**config.mk**
```make
export PLATFORM = sky130hd
export DESIGN_NAME = pipe_hazard_ctrl
export DESIGN_NICKNAME = d
export VERILOG_FILES = /design/src/rtl/pipe_hazard_ctrl_pkg.sv /design/src/rtl/pipe_hazard_ctrl_div_fsm.sv /design/src/rtl/pipe_hazard_ctrl.sv
export SDC_FILE = /design/constraint.sdc
export NUM_CORES = 1
export LEC_CHECK = 0
export BUFFER_PORTS_ARGS = -buffer_cell sky130_fd_sc_hd__clkbuf_2
export CORE_ASPECT_RATIO = 1.25
export CORE_MARGIN = 3
export CORE_UTILIZATION = 50
export CTS_BUF_LIST = sky130_fd_sc_hd__clkbuf_2 sky130_fd_sc_hd__clkbuf_4 sky130_fd_sc_hd__clkbuf_8
export DETAILED_ROUTE_END_ITERATION = 8
export PLACE_DENSITY = 0.85
export SLEW_MARGIN = 40
export SYNTH_ARGS = -nofsm -noshare
export SYNTH_HDL_FRONTEND = slang
export SYNTH_SLANG_ARGS = --single-unit
```
**constraint.sdc**
```tcl
create_clock -name clk -period 3.8 [get_ports clk]
set_clock_uncertainty 0.1 [all_clocks]
set_input_delay 0.38 -clock clk [delete_from_list [all_inputs] [get_ports clk]]
set_output_delay 0.38 -clock clk [all_outputs]
set_load 0.02 [all_outputs]
```
**src/rtl/pipe_hazard_ctrl_pkg.sv**
```systemverilog
// Shared definitions for the pipeline stall/flush sequencer: divider FSM states
// and redirect-source codes (the latter also feed the performance counters).
package pipe_hazard_ctrl_pkg;

  localparam int DIV_CYCLES_DEF = 33;
  localparam int CNT_W_DEF      = 6;

  typedef enum logic [1:0] {
    DIV_IDLE = 2'd0,
    DIV_RUN  = 2'd1,
    DIV_DONE = 2'd2
  } div_state_e;

  typedef enum logic [1:0] {
    RS_NONE    = 2'd0,
    RS_COMMIT  = 2'd1,
    RS_MISPRED = 2'd2,
    RS_PEND    = 2'd3
  } redirect_src_e;

endpackage

```
**src/rtl/pipe_hazard_ctrl_div_fsm.sv**
```systemverilog
// Divider occupancy FSM: holds EXE for DIV_CYCLES-1 cycles of a div/divu, then
// waits in DONE until the op can leave EXE.
module div_occupancy_fsm
  import pipe_hazard_ctrl_pkg::*;
#(
  parameter int DIV_CYCLES = DIV_CYCLES_DEF,
  parameter int CNT_W      = CNT_W_DEF
) (
  input  logic       clk,
  input  logic       reset,
  input  logic       clear_i,
  input  logic       start_i,
  input  logic       advance_i,
  output logic       div_busy_o,
  output div_state_e state_o
);

  div_state_e       state_q, state_d;
  logic [CNT_W-1:0] cnt_q, cnt_d;
  logic             busy;

  always_ff @(posedge clk) begin
    if (reset) begin
      state_q <= DIV_IDLE;
      cnt_q   <= '0;
    end else begin
      state_q <= state_d;
      cnt_q   <= cnt_d;
    end
  end

  always_comb begin
    state_d = state_q;
    cnt_d   = cnt_q;
    busy    = 1'b0;
    unique case (state_q)
      DIV_IDLE: begin
        busy = start_i;
        if (start_i) begin
          state_d = DIV_RUN;
          cnt_d   = CNT_W'(DIV_CYCLES - 2);
        end
      end
      DIV_RUN: begin
        busy  = 1'b1;
        cnt_d = cnt_q - CNT_W'(1);
        // Leave RUN when the count reaches zero so IDLE+RUN span DIV_CYCLES-1 cycles.
        if (cnt_q <= CNT_W'(1)) begin
          state_d = DIV_DONE;
          cnt_d   = '0;
        end
      end
      DIV_DONE: begin
        if (advance_i) state_d = DIV_IDLE;
      end
      default: state_d = DIV_IDLE;
    endcase
    if (clear_i) begin
      state_d = DIV_IDLE;
      cnt_d   = '0;
    end
  end

  assign div_busy_o = busy & ~reset;
  assign state_o    = state_q;

endmodule

```
**src/rtl/pipe_hazard_ctrl.sv**
```systemverilog
// Central stall/flush sequencer for the 5-stage pipeline: stall chain, bubble
// insertion, redirect arbitration and buffering of redirects during icache misses.
module pipe_hazard_ctrl
  import pipe_hazard_ctrl_pkg::*;
#(
  parameter int DIV_CYCLES = DIV_CYCLES_DEF,
  parameter int CNT_W      = CNT_W_DEF
) (
  input  logic          clk,
  input  logic          reset,
  input  logic          if_req_stall,
  input  logic          id_load_use,
  input  logic          exe_div_op,
  input  logic          exe_mispredict,
  input  logic [31:0]   exe_redirect_pc,
  input  logic          mem_dcache_stall,
  input  logic          mem_exception,
  input  logic          mem_eret,
  input  logic          mem_refetch,
  input  logic [31:0]   mem_target_pc,
  output logic          pc_wr,
  output logic          id_wr,
  output logic          exe_wr,
  output logic          mem_wr,
  output logic          wb_wr,
  output logic          id_flush,
  output logic          exe_flush,
  output logic          mem_flush,
  output logic          wb_flush,
  output logic          if_kill,
  output logic          redirect_valid,
  output logic [31:0]   redirect_pc,
  output logic          div_busy,
  output div_state_e    div_state_dbg,
  output logic          pend_dbg,
  output redirect_src_e redirect_src_dbg
);

  logic        ce, mem_st, exe_st, id_st, if_st, misp_acc, pend_block, div_busy_w;
  logic        pend_q, pend_d;
  logic [31:0] pend_pc_q, pend_pc_d;

  div_occupancy_fsm #(
    .DIV_CYCLES(DIV_CYCLES),
    .CNT_W     (CNT_W)
  ) u_div_fsm (
    .clk       (clk),
    .reset     (reset),
    .clear_i   (ce),
    .start_i   (exe_div_op),
    .advance_i (~mem_st),
    .div_busy_o(div_busy_w),
    .state_o   (div_state_dbg)
  );

  always_ff @(posedge clk) begin
    if (reset) begin
      pend_q    <= 1'b0;
      pend_pc_q <= '0;
    end else begin
      pend_q    <= pend_d;
      pend_pc_q <= pend_pc_d;
    end
  end

  always_comb begin
    mem_st     = mem_dcache_stall;
    exe_st     = div_busy_w | mem_st;
    id_st      = id_load_use | exe_st;
    if_st      = if_req_stall | id_st;
    ce         = mem_exception | mem_eret | mem_refetch;
    misp_acc   = exe_mispredict & ~exe_st & ~ce & ~pend_q;
    pend_block = pend_q & if_req_stall;

    id_wr            = ~id_st;
    exe_wr           = ~exe_st;
    mem_wr           = ~mem_st;
    wb_wr            = 1'b1;
    id_flush         = (if_st & ~id_st) | pend_q;
    exe_flush        = id_st & ~exe_st;
    mem_flush        = exe_st & ~mem_st;
    wb_flush         = mem_st;
    if_kill          = pend_q | misp_acc;
    redirect_valid   = 1'b0;
    redirect_pc      = '0;
    redirect_src_dbg = RS_NONE;
    div_busy         = div_busy_w;

    if (ce) begin
      id_wr            = 1'b1;
      exe_wr           = 1'b1;
      mem_wr           = 1'b1;
      id_flush         = 1'b1;
      exe_flush        = 1'b1;
      mem_flush        = 1'b1;
      wb_flush         = mem_exception;
      if_kill          = 1'b1;
      redirect_valid   = 1'b1;
      redirect_pc      = mem_target_pc;
      redirect_src_dbg = RS_COMMIT;
    end else if (pend_q) begin
      redirect_valid   = 1'b1;
      redirect_pc      = pend_pc_q;
      redirect_src_dbg = RS_PEND;
    end else if (misp_acc) begin
      redirect_valid   = 1'b1;
      redirect_pc      = exe_redirect_pc;
      redirect_src_dbg = RS_MISPRED;
    end

    // A redirect loads the PC as soon as fetch is free; otherwise it is parked in pend.
    pc_wr     = redirect_valid ? ~if_req_stall : ~(if_st | pend_block);
    pend_d    = redirect_valid & if_req_stall;
    pend_pc_d = pend_d ? redirect_pc : pend_pc_q;

    if (reset) begin
      pc_wr            = 1'b0;
      id_wr            = 1'b0;
      exe_wr           = 1'b0;
      mem_wr           = 1'b0;
      wb_wr            = 1'b0;
      id_flush         = 1'b1;
      exe_flush        = 1'b1;
      mem_flush        = 1'b1;
      wb_flush         = 1'b1;
      if_kill          = 1'b1;
      redirect_valid   = 1'b0;
      redirect_pc      = '0;
      redirect_src_dbg = RS_NONE;
      div_busy         = 1'b0;
    end
  end

  assign pend_dbg = pend_q;

endmodule

```
### Word-level counts from Yosys, hierarchy flattened

Cells that the tools add are included.

| cells by class | value |
|---|---|
| $add $sub $neg | 1 |
| $lt $le $gt $ge | 1 |
| equality and inequality tests | 5 |
| multiplexer cells | 40 |
| bitwise operators | 25 |
| reductions and logical operators | 5 |

Operators with widths:

| kind | count |
|---|---|
| $mux W32 | 4 |
| $mux W1 | 24 |
| $mux W2 | 7 |
| $mux W6 | 2 |
| $pmux W6 S2 | 1 |
| $and A1 B1 Y1 | 9 |
| $not A1 Y1 | 8 |
| $or A1 B1 Y1 | 8 |
| $le A6 B1 Y1 const B | 1 |
| $pmux W2 S3 | 1 |
| $sub A6 B1 Y6 const B | 1 |
| $ne A2 B2 Y1 const B | 2 |
| $reduce_and A3 Y1 | 1 |
| $eq A2 B1 Y1 const B | 1 |
| $eq A2 B2 Y1 const B | 1 |
| $logic_not A2 Y1 | 1 |
| $ne A2 B1 Y1 const B | 1 |
| $pmux W1 S2 | 1 |
| $reduce_and A2 Y1 | 1 |
| $reduce_bool A2 Y1 | 1 |
| $reduce_or A2 Y1 | 1 |

| word-level totals | value |
|---|---|
| register bits | 41 |
| input bits | 74 |
| output and inout bits | 49 |

### Logic depth before layout (Yosys ltp)

Gate-level depths: netlist (run 1).

| depth | value |
|---|---|
| depth after elaboration | 13 |
| gate-level depth with buffers | 6 |
| mapped depth without buffers | 6 |

### By module

From an unflattened synthesis (run 1), not the netlist that was laid out.

| unflattened totals | value |
|---|---|
| cell total of the unflattened synthesis | 297 |
| area, all modules | 2421.1 µm² |

Modules (own cells, without submodules):

| module | instances | cells an instance | area each (µm²) |
|---|---|---|---|
| pipe_hazard_ctrl | 1 | 246 | 1951.9 |
| div_occupancy_fsm | 1 | 51 | 469.2 |

### Least setup slack after synthesis (run 1)

OpenSTA, ideal clock, no wires.

| timing | value |
|---|---|
| kind | reg2out |
| start | register pend_q (netlist: pend_dbg) |
| end | output port pc_wr |
| arrival time | 1711 ps |
| path slack | 1609 ps |
| stages on the path, launching flop included | 5 |
| buffers on the path | 2 |
| path through | dfxtp_1 -> clkbuf_1 -> buf_1 -> nor3_1 -> a211oi_1 |

| between the ends | value |
|---|---|
| word-level cells in the longest chain between the ends | 7 |

Ends and longest elaborated chain:

| element | line | RTL |
|---|---|---|
| start, declared | pipe_hazard_ctrl.sv:40 | `logic pend_q, pend_d;` |
| start signal, assigned | pipe_hazard_ctrl.sv:61 | `pend_q <= pend_d;` |
| $not A1 Y1 | pipe_hazard_ctrl.sv:72 | `misp_acc = exe_mispredict & ~exe_st & ~ce & ~pend_q;` |
| $and A1 B1 Y1 | pipe_hazard_ctrl.sv:72 |  |
| $mux W1 | pipe_hazard_ctrl.sv:105 | `end else if (misp_acc) begin` |
| $mux W1 | pipe_hazard_ctrl.sv:101 | `end else if (pend_q) begin` |
| $mux W1 | pipe_hazard_ctrl.sv:89 | `if (ce) begin` |
| $mux W1 (*) | pipe_hazard_ctrl.sv:112 | `pc_wr = redirect_valid ? ~if_req_stall : ~(if_st \| pend_block);` |
| $mux W1 (*) | pipe_hazard_ctrl.sv:116 | `if (reset) begin` |
| end, declared | pipe_hazard_ctrl.sv:21 | `output logic pc_wr,` |

Every way passes the cells marked *; elsewhere a longest branch is shown, timed or not.

### Worst setup path in the final report (run 1)

| timing | value |
|---|---|
| start | register pend_q (netlist: pend_dbg) |
| end | output port redirect_pc[26] |

| between the ends | value |
|---|---|
| word-level cells in the longest chain between the ends | 6 |

Ends and longest elaborated chain:

| element | line | RTL |
|---|---|---|
| $not A1 Y1 | pipe_hazard_ctrl.sv:72 |  |
| $and A1 B1 Y1 | pipe_hazard_ctrl.sv:72 |  |
| $mux W32 | pipe_hazard_ctrl.sv:105 |  |
| $mux W32 (*) | pipe_hazard_ctrl.sv:101 |  |
| $mux W32 (*) | pipe_hazard_ctrl.sv:89 |  |
| $mux W32 (*) | pipe_hazard_ctrl.sv:116 |  |
| end, declared | pipe_hazard_ctrl.sv:32 | `output logic [31:0] redirect_pc,` |

Marked as above.

==> impl_metrics.json, run 1 <==
{
  "gr-total-overflow": 0,
  "synth.area.top_cells": "dfxtp_1 31%, a21oi_1 14%, a22o_1 11%",
  "ir_drop_mv": 0.192,
  "clk_pin_slew_ns": 0.08,
  "cts_buffers": 5,
  "synth_nets": 417,
  "multi_input_area_um2": 1630,
  "ys_warn_count": 0,
  "htree_levels": 2,
  "crit_start": "pend_dbg",
  "cts_post_setup_buffers_inserted": 0,
  "status": "completed",
  "fin_crit_ns": 2.71,
  "drc_errors": 0,
  "cts_tree": "yes",
  "drv_cap": 0,
  "setup_violations": 0,
  "async_flop_share_pct": 0,
  "track_usage_pct": 25.0,
  "postSynth.topFlopCell": "dfxtp_1",
  "hold_violations": 0,
  "drt_iter0_markers": 172,
  "netlist_instances": 341,
  "grt_setup_unrepaired": "false",
  "ys_ff_latch": 41,
  "clock_path_buffers": 2,
  "ys_types": 34,
  "drive_gt1_share_pct": 33.4,
  "nets": 518,
  "synth_area_um2": 2620,
  "crit_path_end_kind": "output pin",
  "cts_hold_buf": 0,
  "min_period_over_period_pct": 71.3,
  "dieArea_um2": 6160,
  "wire_per_inst_um": 15.5,
  "switching_share_pct": 31.4,
  "grt_antenna_before_repair": 0,
  "area_delta_synth_final_pct": 27.0,
  "p_leak_nw": 1.51,
  "slew_viol_final": 0,
  "fin_tns_setup_ns": 0,
  "synth_edf_count": 0,
  "clk_latency_ns": 0.30,
  "required_ns": 3.32,
  "layout_commonest_cell": "clkbuf_2",
  "r2r_start": "pend_dbg",
  "grt_max_degree": 41,
  "die_h_um": 87.0,
  "cts-root-buf": "clkbuf_8",
  "start_util_pct": 53.5,
  "io_pins": 123,
  "power.share.clock_pct": 32.0,
  "rows": 28,
  "max_freq_ghz": 0.369,
  "grt_pass1_wl_mm": 12.6,
  "yosys.area.top_type_share_pct": 31.3,
  "crit_fanout": 17,
  "ctsResizeCount": 0,
  "gp_congestion": 0.876,
  "vias": 3013,
  "most-common-layout-cells": "122 x clkbuf_2, 71 x a21oi_1, 46 x nor2_1, 41 x dfxtp_1",
  "synth_top_area_cell": "dfxtp_1",
  "diodes": 0,
  "crit_arrival_ns": 2.23,
  "post-dp-hpwl_mm": 5.44,
  "fp.dieW_um": 70.8,
  "grt_pass1_vias": 2821,
  "p_comb_share_pct": 25.7,
  "p_int_mw": 0.765,
  "port_buffers": 122,
  "ys_seq_area_share_pct": 31.3,
  "power.switching_mw": 0.351,
  "crit_type": "flip-flop to output pin",
  "seq_area_um2": 821,
  "power.density_nw_per_um2": 335,
  "n_fill_cell": 446,
  "hp-class": "flip-flop to flip-flop",
  "power_frac_seq_pct": 42.3,
  "first_pass_iters": 4,
  "wl_mm": 7.82,
  "worst_pin_slew_ns": 0.721,
  "core_area_um2": 4900,
  "min-delay-start": "pend_pc_q[19]",
  "final_util_pct": 68.0,
  "avgSynthCellArea_um2": 7.69,
  "slew_headroom_pct": 51.9,
  "viasPerCell": 5.99,
  "cp-start-kind": "flip-flop",
  "cts.sinks": 41,
  "drtAntennaViolNets": 0
}
## layout make-up
cell class	count	share of cell area (%)
Clock buffer	5	2.06
Clock inverter	3	1.39
Inverter	5	0.563
Multi-Input combinational cell	259	49.0
Sequential cell	41	24.6
Tap cell	60	2.25
Timing Repair Buffer	130	20.1
## cells in the mapped netlist, types with 3 or more instances
cell       number
clkbuf_1       20
inv_1           5
nor3_1          3
o21ai_0         4
a211oi_1        3
buf_2           8
nand2b_1        3
dfxtp_1        41
and2_1         32
nor2_1         47
a21oi_1        71
buf_6           3
a22o_1         32
nand2_1         7
or3_1           4
o2111ai_1      32
buf_1           5
## cells by family after synthesis
group / Yosys count / synth area share [%]
simple gates: 102 / 19.5
fa+ha+maj: 2 / 0.954
compound gates: 155 / 41.2
buf+inv: 41 / 7.11
flops: 41 / 31.3
## metal layers
metal / global-route usage [%] / share of wire [%]
met1: 30.3 / 41
met4: 9.91 / 1.4
met2: 43.5 / 50
met5: 0 / 0
met3: 4.62 / 7.5
## power groups by stage
stage               sequential, mW  clock [mW]  combinational, mW
floorplan                    0.478           0              0.188
global placement             0.479           0              0.281
detailed placement           0.480           0              0.285
CTS                          0.471       0.360              0.286
global route                 0.475       0.385              0.313
finish                       0.472       0.357              0.287
## metrics by stage
stage	hold WS, ns	cell area [um2]	cells	setup slack, ns	power, mW
CTS	0.386	3330	503	1.10	1.12
finish	0.386	3330	503	1.09	1.12
global route	0.403	3330	503	0.945	1.17
detailed placement	0.366	3220	495	1.19	0.765
floorplan	0.349	2620	341	1.61	0.665
global placement	0.361	3220	495	1.22	0.761
## worst max-delay path: stages (launching register included)
cell and delay (ns):
dfxtp_1 0.32, nor2_2 0.57, buf_4 0.34, o2111ai_1 0.13, a21oi_1 0.25, and2_1 0.16, clkbuf_2 0.16
## registers in the layout, indices dropped and copies added (netlist names)
name	count
u_div_fsm.cnt_q	6
u_div_fsm.state_o	2
pend_dbg	1
pend_pc_q	32
## path summary, 6_finish.rpt
kind                      to  slack [ns]  cells after the start
max          redirect_pc[26]        1.09                      6
min            pend_pc_q[19]        0.39                      1
max reg2reg    pend_pc_q[11]        1.67                      6
min reg2reg    pend_pc_q[19]        0.39                      1
No activity file was read; power rests on OpenSTA's default activity.
==> run 2, diff against run 1 <==
--- a/config.mk
+++ b/config.mk
@@ -5,13 +5,14 @@
 export SDC_FILE = /design/constraint.sdc
 export NUM_CORES = 1
 export LEC_CHECK = 0
+export ABC_AREA = 1
 export BUFFER_PORTS_ARGS = -buffer_cell sky130_fd_sc_hd__clkbuf_2
 export CORE_ASPECT_RATIO = 1.25
 export CORE_MARGIN = 3
-export CORE_UTILIZATION = 50
+export CORE_UTILIZATION = 49
 export CTS_BUF_LIST = sky130_fd_sc_hd__clkbuf_2 sky130_fd_sc_hd__clkbuf_4 sky130_fd_sc_hd__clkbuf_8
 export DETAILED_ROUTE_END_ITERATION = 8
-export PLACE_DENSITY = 0.85
+export PLACE_DENSITY = 0.83
 export SLEW_MARGIN = 40
 export SYNTH_ARGS = -nofsm -noshare
 export SYNTH_HDL_FRONTEND = slang
==> constraint.sdc (replaced) <==
create_clock -name clk -period 2.55 [get_ports clk]
set_clock_uncertainty 0.1 [all_clocks]
set_input_delay 0.255 -clock clk [delete_from_list [all_inputs] [get_ports clk]]
set_output_delay 0.255 -clock clk [all_outputs]
set_load 0.02 [all_outputs]
==> run 2 against run 1 <==
  * Non-clock buffer count increased by 1
  * Setup slack got worse by 0.80 ns
  * Clock power increased by 52%
  * Via count increased by 6.8%
  * Clock-buffer cell count increased by 1
  * Power increased by 51%
  * Critical path depth increased by 5
  * Highest routed layer unchanged
  * First-iteration DRC count increased by 0.58%
  * Sequential share of layout area decreased by 1.3 points
==> impl_metrics.json, run 2 <==
{
  "synth.area.top_cells": "dfxtp_1 30%, nand2_1 23%, a21oi_1 14%",
  "worst_pin_slew_ns": 0.533,
  "ys_types": 25,
  "n_fill_cell": 505,
  "regMostFlops": "pend_pc_q",
  "grt_pass1_vias": 3001,
  "cp_num_buf_inv": 3,
  "dieArea_um2": 6610,
  "ff2ff_path_depth": 8,
  "cp-start-kind": "flip-flop",
  "ir_drop_mv": 0.406,
  "layout_commonest_cell": "nand2_1",
  "power_mw": 1.68,
  "hp-class": "input pin to flip-flop",
  "slew_viol_final": 0,
  "synth_area_um2": 2770,
  "vias": 3218,
  "htree_levels": 2,
  "seq_area_um2": 821,
  "slew_headroom_pct": 64.4,
  "ys_ff_latch": 41,
  "cts-root-buf": "clkbuf_8",
  "timing.hold.ws_ns": 0.139,
  "postSynth.topFlopCell": "dfxtp_1",
  "required_ns": 2.19,
  "cts_hold_buf": 0,
  "min_period_over_period_pct": 88.5,
  "min-delay-start": "exe_div_op",
  "cp_top_family": "simple AND/OR/NAND/NOR gates",
  "crit_top_cell": "nand2_1",
  "drive_gt1_share_pct": 31.1,
  "grt_setup_unrepaired": "false",
  "power.switching_mw": 0.510,
  "reg2reg_to": "pend_pc_q[6]",
  "fin_tns_setup_ns": 0,
  "crit_path_end_kind": "output pin",
  "drc_errors": 0,
  "first_pass_iters": 4,
  "async_flop_share_pct": 0,
  "hold_depth": 3,
  "ys_seq_area_share_pct": 29.6,
  "synth_top_area_cell": "dfxtp_1",
  "grt_antenna_before_repair": 0,
  "clock_path_buffers": 2,
  "die_h_um": 90.1,
  "p_int_mw": 1.17,
  "max_freq_ghz": 0.443,
  "cts_tree": "yes",
  "fin_crit_ns": 2.26,
  "yosys.area.top_type_share_pct": 29.6,
  "cts.sinks": 41,
  "diodes": 0,
  "synth_edf_count": 0,
  "port_buffers": 122,
  "netlist_top_cells_count": "171 x nand2_1, 75 x a21oi_1, 55 x inv_1, 41 x dfxtp_1, 39 x nor2_1",
  "cp_cell_sequence": "inv_1 -> nand2_1 -> nand3_2 -> nand3_2 -> nor2_4 -> buf_4 -> nand2_1 -> nand2_1 -> nand2_1 -> nor2_1 -> clkbuf_2",
  "avgSynthCellArea_um2": 5.86,
  "drv_cap": 0,
  "largest_register_ff_count": 32,
  "crit_slowest_cell": "dfxtp_1",
  "clk_pin_slew_ns": 0.08,
  "power.density_nw_per_um2": 478,
  "viasPerCell": 4.96,
  "power_frac_seq_pct": 42.0,
  "most-common-layout-cells": "171 x nand2_1, 122 x clkbuf_2, 75 x a21oi_1, 55 x inv_1, 41 x dfxtp_1",
  "p_leak_nw": 1.94,
  "gr-total-overflow": 0,
  "ctsResizeCount": 0,
  "area_delta_synth_final_pct": 26.7,
  "switching_share_pct": 30.3,
  "io_pins": 123,
  "rows": 30,
  "track_usage_pct": 22.7,
  "r2r_start": "u_div_fsm.state_o[0]",
  "wire_per_inst_um": 11.3,
  "core_area_um2": 5440,
  "power.share.clock_pct": 32.3,
  "post-dp-hpwl_mm": 5.45,
  "worstHoldEndpoint": "u_div_fsm.state_o[0]",
  "max_stage_delay_ns": 0.34,
  "clk_latency_ns": 0.29,
  "wl_mm": 7.32,
  "reg2reg_slack_ns": 0.66,
  "setup_violations": 0,
  "crit_fanout": 18,
  "synth_nets": 549,
  "cts_buffers": 5,
  "grt_pass1_wl_mm": 12.4,
  "start_util_pct": 51.0,
  "nets": 660,
  "drtAntennaViolNets": 0,
  "hold_violations": 0,
  "final_util_pct": 64.6,
  "crit_type": "flip-flop to output pin",
  "p_comb_share_pct": 25.7,
  "crit_arrival_ns": 1.90,
  "gp_congestion": 0.829,
  "multi_input_area_um2": 1600,
  "status": "completed",
  "drt_iter0_markers": 173,
  "ys_warn_count": 0,
  "fp.dieW_um": 73.3,
  "synth_most_common_cell": "nand2_1",
  "grt_max_degree": 39,
  "netlist_instances": 473,
  "cts_post_setup_buffers_inserted": 0
}
==> run 2: cell type report <==
class	instances	share of cell area, %
Sequential cell	41	23.3
Multi-Input combinational cell	348	45.6
Timing Repair Buffer	131	19.3
Inverter	57	6.09
Tap cell	64	2.28
Clock buffer	6	2.35
Clock inverter	2	1.07
==> run 2: worst max-delay path by stage <==
stage,depth (start not counted),from,to,slack (ns)
detailed placement,9,mem_eret,redirect_pc[11],0.59
global placement,9,mem_eret,redirect_pc[11],0.61
CTS,11,u_div_fsm.state_o[0],redirect_pc[11],0.28
floorplan,9,u_div_fsm.state_o[1],redirect_pc[10],0.66
global route,11,u_div_fsm.state_o[0],redirect_pc[2],0.11
finish,11,u_div_fsm.state_o[0],redirect_pc[9],0.29
==> run 2: worst reg2reg max path, stage by stage, from the launching register on <==
cell and delay (ns):
dfxtp_1 0.34, inv_1 0.11, nand2_1 0.11, nand3_2 0.12
nand3_2 0.13, nand2_2 0.13, nand2_4 0.13, inv_2 0.44
a21oi_1 0.16
==> run 2: metrics by stage <==
| stage | setup WS [ns] | std cells | area, um2 |
|---|---|---|---|
| floorplan | 0.663 | 473 | 2770 |
| global placement | 0.610 | 641 | 3400 |
| detailed placement | 0.587 | 641 | 3400 |
| CTS | 0.283 | 649 | 3520 |
| global route | 0.114 | 649 | 3520 |
| finish | 0.294 | 649 | 3520 |
==> run 2: kinds of logic (layout without fill, tap and decap cells) <==
family / Yosys count / count (layout) / share of synthesized area (%)
buffers and inverters: 84 / 196 / 12.6
AOI/OAI and AO/OA: 86 / 86 / 16.1
adders and majority gates: 2 / 2 / 0.902
DFF: 41 / 41 / 29.6
and+or+nand+nor: 257 / 257 / 39.8
xor gates and xnor gates: 3 / 3 / 0.947
==> run 2: metal layers <==
layer	vias up	GRT usage [%]	part of all wire [%]
met1	1442	25.2	40
li1	1686	-	-
met4	0	6.80	0.83
met5	-	0	0
met3	6	2.68	5.1
met2	84	43.1	54
==> run 2: power groups by stage <==
stage          Combinational (mW)  Clock (mW)  Sequential [mW]
2_1_floorplan               0.290           0            0.718
3_3_place_gp                0.426           0            0.719
3_5_place_dp                0.433           0            0.721
4_1_cts                     0.436       0.555            0.706
5_1_grt                     0.488       0.582            0.712
6_report                    0.432       0.543            0.707
==> run 3, diff against run 2 <==
--- a/config.mk
+++ b/config.mk
@@ -12,7 +12,7 @@
 export CORE_UTILIZATION = 49
 export CTS_BUF_LIST = sky130_fd_sc_hd__clkbuf_2 sky130_fd_sc_hd__clkbuf_4 sky130_fd_sc_hd__clkbuf_8
 export DETAILED_ROUTE_END_ITERATION = 8
-export PLACE_DENSITY = 0.83
+export PLACE_DENSITY = 0.93
 export SLEW_MARGIN = 40
 export SYNTH_ARGS = -nofsm -noshare
 export SYNTH_HDL_FRONTEND = slang
==> run 3 against run 2 <==
  * Die area stayed put
  * Critical path depth stayed put
  * Power is 6.0% lower
  * Worst hold slack better by 0.0045 ns
  * Combinational power is 1% higher
  * Largest cell class unchanged
  * Flip-flop and latch count stayed put
  * Design area is 0.21% higher
  * Core utilization is 0.14 points higher
==> impl_metrics.json, run 3 (same netlist as run 2, synthesis figures left out) <==
{
  "status": "completed",
  "max_stage_delay_ns": 0.33,
  "crit_fanout": 19,
  "gp_congestion": 0.851,
  "fp.dieW_um": 73.3,
  "crit_arrival_ns": 1.93,
  "regMostFlops": "pend_pc_q",
  "power.switching_mw": 0.499,
  "clock_path_buffers": 2,
  "die_h_um": 90.1,
  "fin_tns_setup_ns": 0,
  "slew_viol_final": 0,
  "grt_antenna_before_repair": 0,
  "start_util_pct": 51.0,
  "met3_usage_pct": 3.80,
  "fin_crit_ns": 2.28,
  "drtAntennaViolNets": 0,
  "cts-root-buf": "clkbuf_8",
  "vias": 3251,
  "required_ns": 2.19,
  "htree_levels": 2,
  "reg2reg_slack_ns": 0.62,
  "drc_errors": 0,
  "post-dp-hpwl_mm": 5.64,
  "top_usage_layer": "met2",
  "core_area_um2": 5440,
  "grt_setup_unrepaired": "false",
  "crit_path_end_kind": "output pin",
  "worst_pin_slew_ns": 0.577,
  "gr-total-overflow": 0,
  "setup_violations": 0,
  "power_mw": 1.58,
  "drv_cap": 0,
  "n_fill_cell": 484,
  "wl_mm": 7.70,
  "ir_drop_mv": 0.335,
  "min_period_over_period_pct": 89.5,
  "wire_per_inst_um": 11.9,
  "max_freq_ghz": 0.438,
  "cts_hold_buf": 0,
  "cts_tree": "yes",
  "p_leak_nw": 1.94,
  "dieArea_um2": 6610,
  "nets": 660,
  "place_ws_ns": 0.426,
  "crit_slowest_cell": "dfxtp_1",
  "io_pins": 123,
  "rows": 30,
  "power_frac_seq_pct": 44.8,
  "power.share.clock_pct": 27.5,
  "track_usage_pct": 23.2,
  "diodes": 0,
  "cp_num_buf_inv": 3,
  "hold_violations": 0,
  "most-common-layout-cells": "171 x nand2_1, 122 x clkbuf_2, 75 x a21oi_1, 55 x inv_1, 41 x dfxtp_1",
  "clk_pin_slew_ns": 0.07,
  "slew_headroom_pct": 61.5,
  "viasPerCell": 5.02,
  "hp-class": "input pin to flip-flop",
  "crit_type": "flip-flop to output pin",
  "drive_gt1_share_pct": 31.0,
  "drt_iter0_markers": 135,
  "ctsResizeCount": 0,
  "cp_top_family": "simple AND/OR/NAND/NOR gates",
  "port_buffers": 122,
  "switching_share_pct": 31.6,
  "largest_register_ff_count": 32,
  "cp_cell_sequence": "inv_1 -> nand2_1 -> nand3_2 -> nand3_2 -> nor2_4 -> buf_12 -> nand2_1 -> nand2_1 -> nand2_1 -> nor2_1 -> clkbuf_2",
  "p_comb_share_pct": 27.7,
  "cp-start-kind": "flip-flop",
  "first_pass_iters": 4,
  "timing.final.ws_setup_ns": 0.267,
  "area_delta_synth_final_pct": 27.0,
  "cts_buffers": 5,
  "gr-usage-met2_pct": 41.2,
  "power.density_nw_per_um2": 448,
  "grt_use_met1_pct": 26.3,
  "p_int_mw": 1.08,
  "clk_latency_ns": 0.28,
  "grt_max_degree": 39,
  "grt_pass1_wl_mm": 12.7,
  "crit_top_cell": "nand2_1",
  "layout_commonest_cell": "nand2_1",
  "cts.sinks": 41,
  "grt_pass1_vias": 3047
}
run 3: cell type report:
| type | instances | area, um2 | area share, % |
|---|---|---|---|
| Clock buffer | 7 | 90.1 | 2.56 |
| Inverter | 57 | 214 | 6.07 |
| Multi-Input combinational cell | 348 | 1600 | 45.5 |
| Sequential cell | 41 | 821 | 23.3 |
| Tap cell | 64 | 80.1 | 2.27 |
| Timing Repair Buffer | 131 | 716 | 20.3 |
run 3: what timing repair did:
item | in CTS | in global routing
setup endpoints to repair | 0 | 18
endpoints found under the hold margin | 0 | 0
setup buffers | 0 | 1
run 3: power by group through the flow:
stage / Clock [mW] / Sequential, mW / Combinational (mW)
after floorplan: 0 / 0.718 / 0.290
after global placement: 0 / 0.718 / 0.427
after detailed placement: 0 / 0.722 / 0.437
after CTS: 0.443 / 0.707 / 0.439
after global routing: 0.470 / 0.713 / 0.491
final: 0.435 / 0.707 / 0.438
run 3: stage by stage:
| stage | hold slack [ns] | cell area (um2) | cells | utilization (%) |
|---|---|---|---|---|
| 2_1_floorplan | 0.321 | 2770 | 473 | - |
| 3_3_place_gp | 0.384 | 3410 | 640 | 62.7 |
| 3_5_place_dp | 0.401 | 3410 | 640 | 62.7 |
| 4_1_cts | 0.136 | 3500 | 647 | 64.4 |
| 5_1_grt | 0.150 | 3520 | 648 | 64.7 |
| 6_report | 0.143 | 3520 | 648 | 64.7 |
run 3: worst paths after layout:
kind | start | endpoint | cells after the start
max | u_div_fsm.state_o[0] | redirect_pc[4] | 11
min | exe_div_op | u_div_fsm.state_o[0] | 3
max reg2reg | u_div_fsm.state_o[0] | pend_pc_q[16] | 8
min reg2reg | u_div_fsm.cnt_q[5] | u_div_fsm.cnt_q[5] | 2
run 3: routing by layer:
metal	vias up	part of all wire, %
met5	-	0
met3	20	5.5
met2	118	52
met4	0	2.6
li1	1673	-
met1	1440	40
run 3: worst min-delay path: stages:
cell and delay (ns):
clkbuf_2 0.09, nand3_1 0.08, a21oi_1 0.06
